--- config.mk ---
export PLATFORM = sky130hd
export DESIGN_NAME = mem_arbiter_flat
export DESIGN_NICKNAME = d
export VERILOG_FILES = /design/src/rtl/mem_arbiter_if.sv /design/src/rtl/mem_arbiter.sv /design/src/flat_wrapper.sv
export SDC_FILE = /design/constraint.sdc
export NUM_CORES = 1
export LEC_CHECK = 0
export BUFFER_PORTS_ARGS = -buffer_cell sky130_fd_sc_hd__buf_2
export CAP_MARGIN = 20
export CORE_MARGIN = 2
export CORE_UTILIZATION = 45
export DETAILED_ROUTE_END_ITERATION = 7
export PLACE_DENSITY_LB_ADDON = 0.2
export SYNTH_ARGS = -nofsm -noshare
export SYNTH_HDL_FRONTEND = slang
export SYNTH_SLANG_ARGS = --single-unit
export TNS_END_PERCENT = 20
--- constraint.sdc ---
create_clock -name clk -period 2 [get_ports clk]
set_input_delay 0.3 -clock clk [delete_from_list [all_inputs] [get_ports clk]]
set_output_delay 0.3 -clock clk [all_outputs]
set_load 0.02 [all_outputs]
--- src/rtl/mem_arbiter_if.sv ---
`default_nettype none
// ============================================================================
// Module      : mem_arbiter_if
// Description : Bus bundle between the two masters, the arbiter and the
//               single-port memory. The arbiter uses the slave view; the
//               masters and the memory model together use the master view.
// Revision    : 1.0 - initial release
// ============================================================================
interface mem_arbiter_if #(
    parameter int WIDTH = 32
);
    // Master 0 (core) request/response
    logic             m0_req;
    logic             m0_we;
    logic [WIDTH-1:0] m0_adr;
    logic [WIDTH-1:0] m0_wd;
    logic             m0_ack;
    logic [WIDTH-1:0] m0_rd;

    // Master 1 (loader/DMA) request/response
    logic             m1_req;
    logic             m1_we;
    logic [WIDTH-1:0] m1_adr;
    logic [WIDTH-1:0] m1_wd;
    logic             m1_ack;
    logic [WIDTH-1:0] m1_rd;

    // Memory side
    logic             mem_we;
    logic [WIDTH-1:0] mem_adr;
    logic [WIDTH-1:0] mem_wd;
    logic [WIDTH-1:0] mem_rd;

    // Status
    logic             busy;
    logic             owner;

    modport slave (
        input  m0_req, m0_we, m0_adr, m0_wd,
        input  m1_req, m1_we, m1_adr, m1_wd,
        input  mem_rd,
        output m0_ack, m0_rd, m1_ack, m1_rd,
        output mem_we, mem_adr, mem_wd,
        output busy, owner
    );

    modport master (
        output m0_req, m0_we, m0_adr, m0_wd,
        output m1_req, m1_we, m1_adr, m1_wd,
        output mem_rd,
        input  m0_ack, m0_rd, m1_ack, m1_rd,
        input  mem_we, mem_adr, mem_wd,
        input  busy, owner
    );
endinterface
`default_nettype wire

--- src/rtl/mem_arbiter.sv ---
`default_nettype none
// ============================================================================
// Module      : mem_arbiter
// Description : Two-master arbiter for a single-port word memory. Master 0
//               wins ties unless master 1 has been passed over STARVE_LIMIT
//               times in a row. Each access spends WAIT+1 cycles in ACCESS
//               and then one RESP cycle carrying the owner's ack pulse.
// Revision    : 1.0 - initial release
// ============================================================================
module mem_arbiter #(
    parameter int WIDTH        = 32,
    parameter int WAIT         = 1,
    parameter int STARVE_LIMIT = 4
) (
    input  wire logic    clk,
    input  wire logic    reset,
    mem_arbiter_if.slave bus
);
    localparam int CW = (WAIT > 0) ? $clog2(WAIT + 1) : 1;
    localparam int SW = $clog2(STARVE_LIMIT + 1);
    localparam logic [CW-1:0] c_WAIT_LD = CW'(WAIT);
    localparam logic [SW-1:0] c_LIMIT   = SW'(STARVE_LIMIT);

    typedef enum logic [1:0] {
        S_IDLE   = 2'd0,
        S_ACCESS = 2'd1,
        S_RESP   = 2'd2
    } state_t;

    state_t           r_state;
    logic [CW-1:0]    r_wait_cnt;
    logic [SW-1:0]    r_streak;
    logic [WIDTH-1:0] r_adr;
    logic [WIDTH-1:0] r_wd;
    logic             r_we;
    logic             r_owner;
    logic             r_m0_ack;
    logic             r_m1_ack;
    logic [WIDTH-1:0] r_m0_rd;
    logic [WIDTH-1:0] r_m1_rd;

    logic             w_any_req;
    logic             w_grant_m1;
    logic             w_last_beat;

    assign w_any_req   = bus.m0_req | bus.m1_req;
    assign w_last_beat = (r_state == S_ACCESS) && (r_wait_cnt == '0);

    // Master 1 wins when it is alone or when master 0 has used up its streak
    always_comb begin
        w_grant_m1 = 1'b0;
        if (bus.m1_req && (!bus.m0_req || (r_streak == c_LIMIT))) begin
            w_grant_m1 = 1'b1;
        end
    end

    // Arbitration FSM with latched request fields and registered responses
    always_ff @(posedge clk or negedge reset) begin
        if (!reset) begin
            r_state    <= S_IDLE;
            r_wait_cnt <= '0;
            r_streak   <= '0;
            r_adr      <= '0;
            r_wd       <= '0;
            r_we       <= 1'b0;
            r_owner    <= 1'b0;
            r_m0_ack   <= 1'b0;
            r_m1_ack   <= 1'b0;
            r_m0_rd    <= '0;
            r_m1_rd    <= '0;
        end else begin
            r_m0_ack <= 1'b0;
            r_m1_ack <= 1'b0;
            case (r_state)
                S_IDLE: begin
                    if (w_any_req) begin
                        r_owner    <= w_grant_m1;
                        r_adr      <= w_grant_m1 ? bus.m1_adr : bus.m0_adr;
                        r_wd       <= w_grant_m1 ? bus.m1_wd  : bus.m0_wd;
                        r_we       <= w_grant_m1 ? bus.m1_we  : bus.m0_we;
                        r_wait_cnt <= c_WAIT_LD;
                        // Streak counts only master-0 wins that kept master 1 waiting
                        if (w_grant_m1 || !bus.m1_req) begin
                            r_streak <= '0;
                        end else if (r_streak != c_LIMIT) begin
                            r_streak <= r_streak + 1'b1;
                        end
                        r_state <= S_ACCESS;
                    end
                end
                S_ACCESS: begin
                    if (r_wait_cnt != '0) begin
                        r_wait_cnt <= r_wait_cnt - 1'b1;
                    end else begin
                        if (!r_we) begin
                            if (r_owner) begin
                                r_m1_rd <= bus.mem_rd;
                            end else begin
                                r_m0_rd <= bus.mem_rd;
                            end
                        end
                        r_m0_ack <= ~r_owner;
                        r_m1_ack <= r_owner;
                        r_state  <= S_RESP;
                    end
                end
                S_RESP: begin
                    r_state <= S_IDLE;
                end
                default: begin
                    r_state <= S_IDLE;
                end
            endcase
        end
    end

    // Write strobe only on the final access beat
    assign bus.mem_we  = w_last_beat & r_we;
    assign bus.mem_adr = r_adr;
    assign bus.mem_wd  = r_wd;
    assign bus.m0_ack  = r_m0_ack;
    assign bus.m1_ack  = r_m1_ack;
    assign bus.m0_rd   = r_m0_rd;
    assign bus.m1_rd   = r_m1_rd;
    assign bus.busy    = (r_state != S_IDLE);
    assign bus.owner   = r_owner;

endmodule
`default_nettype wire

--- src/flat_wrapper.sv ---
// flat-port wrapper written by rule: the top's interface ports become plain ports
module mem_arbiter_flat 
#(
    parameter int WIDTH        = 32,
    parameter int WAIT         = 1,
    parameter int STARVE_LIMIT = 4
)
  (clk, reset, bus_m0_req, bus_m0_we, bus_m0_adr, bus_m0_wd, bus_m1_req, bus_m1_we, bus_m1_adr, bus_m1_wd, bus_mem_rd, bus_m0_ack, bus_m0_rd, bus_m1_ack, bus_m1_rd, bus_mem_we, bus_mem_adr, bus_mem_wd, bus_busy, bus_owner);
  mem_arbiter_if #(.WIDTH(WIDTH)) bus_i ();
  input  wire logic clk;
  input  wire logic reset;
  input wire logic [$bits(bus_i.m0_req)-1:0] bus_m0_req;
  input wire logic [$bits(bus_i.m0_we)-1:0] bus_m0_we;
  input wire logic [$bits(bus_i.m0_adr)-1:0] bus_m0_adr;
  input wire logic [$bits(bus_i.m0_wd)-1:0] bus_m0_wd;
  input wire logic [$bits(bus_i.m1_req)-1:0] bus_m1_req;
  input wire logic [$bits(bus_i.m1_we)-1:0] bus_m1_we;
  input wire logic [$bits(bus_i.m1_adr)-1:0] bus_m1_adr;
  input wire logic [$bits(bus_i.m1_wd)-1:0] bus_m1_wd;
  input wire logic [$bits(bus_i.mem_rd)-1:0] bus_mem_rd;
  output wire logic [$bits(bus_i.m0_ack)-1:0] bus_m0_ack;
  output wire logic [$bits(bus_i.m0_rd)-1:0] bus_m0_rd;
  output wire logic [$bits(bus_i.m1_ack)-1:0] bus_m1_ack;
  output wire logic [$bits(bus_i.m1_rd)-1:0] bus_m1_rd;
  output wire logic [$bits(bus_i.mem_we)-1:0] bus_mem_we;
  output wire logic [$bits(bus_i.mem_adr)-1:0] bus_mem_adr;
  output wire logic [$bits(bus_i.mem_wd)-1:0] bus_mem_wd;
  output wire logic [$bits(bus_i.busy)-1:0] bus_busy;
  output wire logic [$bits(bus_i.owner)-1:0] bus_owner;
  assign bus_i.m0_req = bus_m0_req;
  assign bus_i.m0_we = bus_m0_we;
  assign bus_i.m0_adr = bus_m0_adr;
  assign bus_i.m0_wd = bus_m0_wd;
  assign bus_i.m1_req = bus_m1_req;
  assign bus_i.m1_we = bus_m1_we;
  assign bus_i.m1_adr = bus_m1_adr;
  assign bus_i.m1_wd = bus_m1_wd;
  assign bus_i.mem_rd = bus_mem_rd;
  assign bus_m0_ack = bus_i.m0_ack;
  assign bus_m0_rd = bus_i.m0_rd;
  assign bus_m1_ack = bus_i.m1_ack;
  assign bus_m1_rd = bus_i.m1_rd;
  assign bus_mem_we = bus_i.mem_we;
  assign bus_mem_adr = bus_i.mem_adr;
  assign bus_mem_wd = bus_i.mem_wd;
  assign bus_busy = bus_i.busy;
  assign bus_owner = bus_i.owner;
  mem_arbiter #(.WIDTH(WIDTH), .WAIT(WAIT), .STARVE_LIMIT(STARVE_LIMIT)) u_core (.clk(clk), .reset(reset), .bus(bus_i));
endmodule
# [Word-level counts from Yosys, hierarchy flattened]
# Index checks and enable logic that the tools add are counted.
[op_classes] n_mul=0 eq_ne=5 reduce_logical=16 n_mux=16 order_cmp=0 addsub=2 n_bitwise=5 shifts=0 n_div=0
[ops] cell="32-bit two-way mux" n=2
[ops] cell="1-bit two-way mux" n=8
[ops] cell="4-bit AND reduction" n=2
[ops] cell="3-bit two-way mux" n=2
[ops] cell="2-bit AND reduction" n=3
[ops] cell="2-bit nonzero test" n=3
[ops] cell="2-bit two-way mux" n=2
[ops] cell="2-bit case mux with 2 select lines" n=1
[ops] cell="3-bit by 1-bit adder with 3-bit output (second input constant)" n=1
[ops] cell="3-bit equality test (second input constant)" n=1
[ops] cell="3-bit inequality test (second input constant)" n=1
[ops] cell="1-bit NOT" n=3
[ops] cell="3-bit AND reduction" n=1
[ops] cell="2-bit by 1-bit equality test with 1-bit output (second input constant)" n=1
[ops] cell="1-bit logical AND" n=2
[ops] cell="1-bit zero test" n=2
[ops] cell="2-bit zero test" n=1
[ops] cell="1-bit logical OR" n=2
[ops] cell="2-bit by 1-bit inequality test with 1-bit output (second input constant)" n=1
[ops] cell="2-bit inequality test (second input constant)" n=1
[ops] cell="1-bit case mux with 2 select lines" n=1
[ops] cell="1-bit AND" n=1
[ops] cell="1-bit bitwise OR" n=1
[ops] cell="1-bit subtractor (second input constant)" n=1
[totals] wordCells=55 reg_bits=138 mem_count=0 latch_bits=0 mem_bits_rw=0 rom_bits=0 out_inout_bits=133 inputBits=166

# [Longest topological paths before layout]
[depth] ltp_word=7 ltp_mapped=7 ltp_nobuf=5

# [Worst setup path before layout]
# OpenSTA, ideal clock, no wires.
[synth_timing] kind="reg-to-reg" start="reg u_core.r_state[1]" end="reg u_core.r_m0_rd[0] (netlist: u_core.bus.m0_rd[0])" setup_slack_ns=0.353 arrival_ns=1.522 path_buffers=1 path_stages_with_launch=5 period_less_slack_ns=1.647 required_ns=1.875 cell_sequence="dfrtp_1 > or3b_4 > nor3_4 > buf_4 > mux2_2"
[synth_between] elab_chain_len=2
[synth_lines] element="start, declared" line_no="mem_arbiter.sv:30" text="state_t r_state;"
[synth_lines] element="start signal, assigned" line_no="mem_arbiter.sv:60" text="r_state <= S_IDLE;"
[synth_lines] element="start signal, assigned" line_no="mem_arbiter.sv:88" text="r_state <= S_ACCESS;"
[synth_lines] element="start signal, assigned" line_no="mem_arbiter.sv:104" text="r_state <= S_RESP;"
[synth_lines] element="2-bit by 1-bit equality test with 1-bit output" line_no="mem_arbiter.sv:74" text="case (r_state)"
[synth_lines] element="4-bit AND reduction (no source line)"
[synth_lines] element="end signal, assigned" line_no="mem_arbiter.sv:99" text="r_m0_rd <= bus.mem_rd;"
[synth_lines] element="end, declared" line_no="mem_arbiter.sv:39" text="logic [WIDTH-1:0] r_m0_rd;"
# Every way passes these cells.
# A chain may end at the register's enable or synchronous reset.

# [Worst setup path in the final report]
[layout_timing] start="reg u_core.r_state[1]" end="out bus_mem_we"
[layout_between] elab_chain_len=3
[layout_lines] element="2-bit by 1-bit equality test with 1-bit output" line_no="mem_arbiter.sv:47" text="assign w_last_beat = (r_state == S_ACCESS) && (r_wait_cnt == '0);"
[layout_lines] element="1-bit logical AND" line_no="mem_arbiter.sv:47"
[layout_lines] element="1-bit AND" line_no="mem_arbiter.sv:118" text="assign bus.mem_we = w_last_beat & r_we;"
[layout_lines] element="end, declared" line_no="flat_wrapper.sv:25" text="output wire logic [$bits(bus_i.mem_we)-1:0] bus_mem_we;"
# Every way passes these cells.

==> summary.md <==
| Metric | Value |
|---|---|
| Final TNS setup | `0 ps` |
| Core ar. | `between 10000 and 15000 um^2` |
| Worst Max-Slew Pin Slew | `497 ps` |
| Min Tclk post-route | `1890 ps` |
| CP Buf/Inv Count | `1` |
| Avg Cell Area, Syn | `~11 um^2` |
| Yosys reg bits | `approximately 140` |
| Synth Area in XOR/XNOR | `0` |
| Synth Area in Compound Gates | `0.100` |
| Worst VDD drop | `0.900 mV` |
| Top cells by area, synth | `dfrtp_1, o221ai_1, mux2_4` |
| Vias in the first global route | `5382` |
| NetSw | `6.22 mW` |
| Fillers | `1105` |
| Routed Antenna Nets | `0` |
| Crit path max-delay cell type | `or3b_4` |
| HP Class | `input port to flop` |
| Sequential share of the synthesized area | `0.547` |
| Initial core utilization | `0.458` |
| Synth Net Count | `720` |
| Max Fclk | `529 MHz` |
| CP max FO | `4` |
| Comb pwr share | `0.449` |
| RR Endpoint | `u_core.bus.m0_rd[6]` |
| Worst-case reg-to-reg path depth | `4` |
| Post-Synth Simple-Gate Area | `0.134` |
| Critical path data arrival time | `around 1600 ps` |
| Clk pwr share | `0.236` |
| Die width | `122 um` |
| Overall power | `15.9 mW` |
| Unrepaired setup endpoints after global routing | `no` |
| Largest net degree at the start of global routing | `a little over 90` |
| Worst R2R Start | `u_core.r_state[1]` |
| Hold Slack | `127 ps` |
| CP Cell Sequence | `or3b_4 -> nor2_1 -> buf_2` |
| Total CTS buffers | `17` |
| Worst stage delay on the critical path | `450 ps` |
| Stages on the worst setup path | `3` |
| Number of enable flip-flop cells after synthesis | `0` |
| Setup crit end | `bus_mem_we` |
| Post-synthesis mux area share | `0.132` |
| Mapped Cells | `between 500 and 600` |
| Yosys top cell area share | `0.547` |
| Clock Skew | `7.90 ps` |
| Final HPWL DP | `12600 um` |
| CTS Buffer Depth | `2` |
| Global placement routability congestion | `0.836` |
| Num rows | `43` |
| Most area-hungry cell type in the Yosys netlist | `dfrtp_1` |
| Synthesized cell area | `6310 um^2` |
| Net Sw Frac | `0.390` |
| Layout cell share with drive strength beyond 1 | `0.497` |
| PnR worst setup slack | `111 ps` |
| Internal power | `9.72 mW` |
| CP Class | `flop to output port` |
| Critical path capture point type | `output port` |
| Worst endpoint required time | `1700 ps` |
| Wirelength, routed | `18000 um` |
| Synth async-reset ratio | `1.00` |
| Via count | `~5700` |
| Reg power frac | `0.315` |
| Post-CTS Setup Bufs | `0` |
| CP startpoint | `u_core.r_state[1]` |
| First-pass detailed-route iteration total | `5` |
| H-tree depth | `4` |
| NumNets Final | `1001` |
| Yosys warnings | `0` |
| Die Area | `15000 um^2` |
| Rel. slew slack | `0.669` |
| PwrDens | `between 1500 and 2000 nW/um^2` |
| CTS Sinks | `roughly 140` |
| CP Launch Type | `flop` |
| Port-buffer cells | `just under 300` |
| Clock transition at path regs | `60 ps` |
| Area delta synth->final | `38.9%` |
| GRT Overall Usage | `0.238` |
| CTS tree | `yes` |
| Status | `completed` |
| CP top delay family | `simple AND/OR/NAND/NOR gates` |
| Largest family of logic cells by synthesized area | `simple AND/OR/NAND/NOR gates` |
| GRT overflow | `0` |
| Routed WL per cell | `17.5 um` |
| Leak Pwr | `about 4.4 nW` |
| Initial antenna violation count | `0` |
| Final Hold Viols | `0` |
| Setup Slack @ Placement | `~240 ps` |
| Count leader, synth | `dfrtp_1` |
| DRC errors left | `0` |
| N_diodes | `0` |
| Prevailing post-synth register cell | `dfrtp_1` |
| I/O Pins | `about 300` |
| Final setup vio count | `0` |
| Via density | `5.52` |
| Netlist cell types | `32` |
| Root Driver | `clkbuf_16` |
| Fin. max-slew vios | `0` |
| Detailed router's first-iteration violation count | `between 300 and 400` |
| Adder-cell share of the synthesized area | `0.00396` |
| Crit share post-route | `0.944` |
| First-pass GRT wire length | `about 28000 um` |
| R2r setup slk | `230 ps` |
| Later-pin clock latency in the skew report | `410 ps` |
| Final core occ | `0.637` |
| Die Ht | `around 120 um` |
| Post-synth top cells | `dfrtp_1, inv_1, nand3_1, nand4_1, o221ai_1` |
| MaxCap Viol Count | `0` |
## how the worst min path moves through the flow
stage,start,endpoint,cells past startpoint
after floorplan,reset,u_core.bus.m0_ack,0
after global placement,reset,u_core.bus.m1_rd[26],1
after detailed placement,reset,u_core.bus.m1_rd[26],1
after CTS,bus_mem_rd[6],u_core.bus.m1_rd[6],2
after global routing,bus_mem_rd[17],u_core.bus.m1_rd[17],2
final,bus_mem_rd[4],u_core.bus.m0_rd[4],2
## registers in the layout (all words and copies together) (netlist names)
signal / cells
u_core.bus.m0_ack: 1
u_core.bus.m0_rd: 32
u_core.bus.m1_ack: 1
u_core.bus.m1_rd: 32
u_core.bus.mem_adr: 32
u_core.bus.mem_wd: 32
u_core.bus.owner: 1
u_core.r_state: 2
u_core.r_streak: 3
u_core.r_wait_cnt: 1
u_core.r_we: 1
## layout make-up
type	instances	area, um^2	area share
Sequential cell	138	3450	0.394
Multi-Input combinational cell	286	2350	0.267
Timing Repair Buffer	319	1770	0.202
Clock buffer	19	443	0.0505
Clock inverter	12	268	0.0305
Inverter	71	267	0.0304
Tap cell	180	225	0.0257
## stage by stage
| stage | instance area (um^2) | std cells |
|---|---|---|
| floorplan | 6310 | 552 |
| global placement | 8050 | 993 |
| detailed placement | 8050 | 993 |
| CTS | 8770 | 1025 |
| global route | 8770 | 1025 |
| finish | 8770 | 1025 |
## cell usage in the layout, fill, tap and decap left out, types with 2 or more instances in the layout
cell type / netlist / layout
nand3_1: 65 / 65
clkinv_2: 0 / 2
a21oi_1: 2 / 2
mux2_2: 32 / 32
inv_1: 70 / 70
mux2_1: 2 / 2
bufinv_16: 0 / 8
mux2_4: 30 / 30
buf_12: 0 / 9
buf_4: 3 / 11
o221ai_1: 65 / 65
nand2_1: 4 / 4
nor2_1: 3 / 2
and2_2: 0 / 2
dfrtp_1: 138 / 138
clkbuf_16: 0 / 17
buf_2: 8 / 297
nand4_1: 65 / 65
ha_1: 2 / 2
## logic make-up (layout without fill, tap and decap cells)
group / after synthesis / after routing
simple gates: 146 / 146
flops: 138 / 138
buf+inv: 128 / 421
compound gates: 74 / 74
mux: 64 / 64
fa+ha+maj: 2 / 2
## layer usage
layer / wire [um] / vias to the layer above / track usage
li1: - / 2602 / -
met1: 7200 / 2806 / 0.292
met2: 9120 / 232 / 0.403
met3: 1460 / 18 / 0.0711
met4: 206 / 0 / 0.0740
met5: 0 / - / 0
## power by group through the flow
stage | clock network, mW | logic [mW] | registers, mW
floorplan | 0 | 3.14 | 6.60
global placement | 0 | 6.98 | 4.99
detailed placement | 0 | 7.17 | 5.05
CTS | 3.83 | 7.20 | 5.02
global route | 3.97 | 7.72 | 5.19
finish | 3.77 | 7.15 | 5.02
## timing repair
| action | 4_1_cts | 5_1_grt |
|---|---|---|
| hold endpoints to repair | 48 | 0 |
| resized for setup | 0 | 0 |
| hold buffers | 1 | 0 |
No activity file was read; power rests on OpenSTA's default activity.
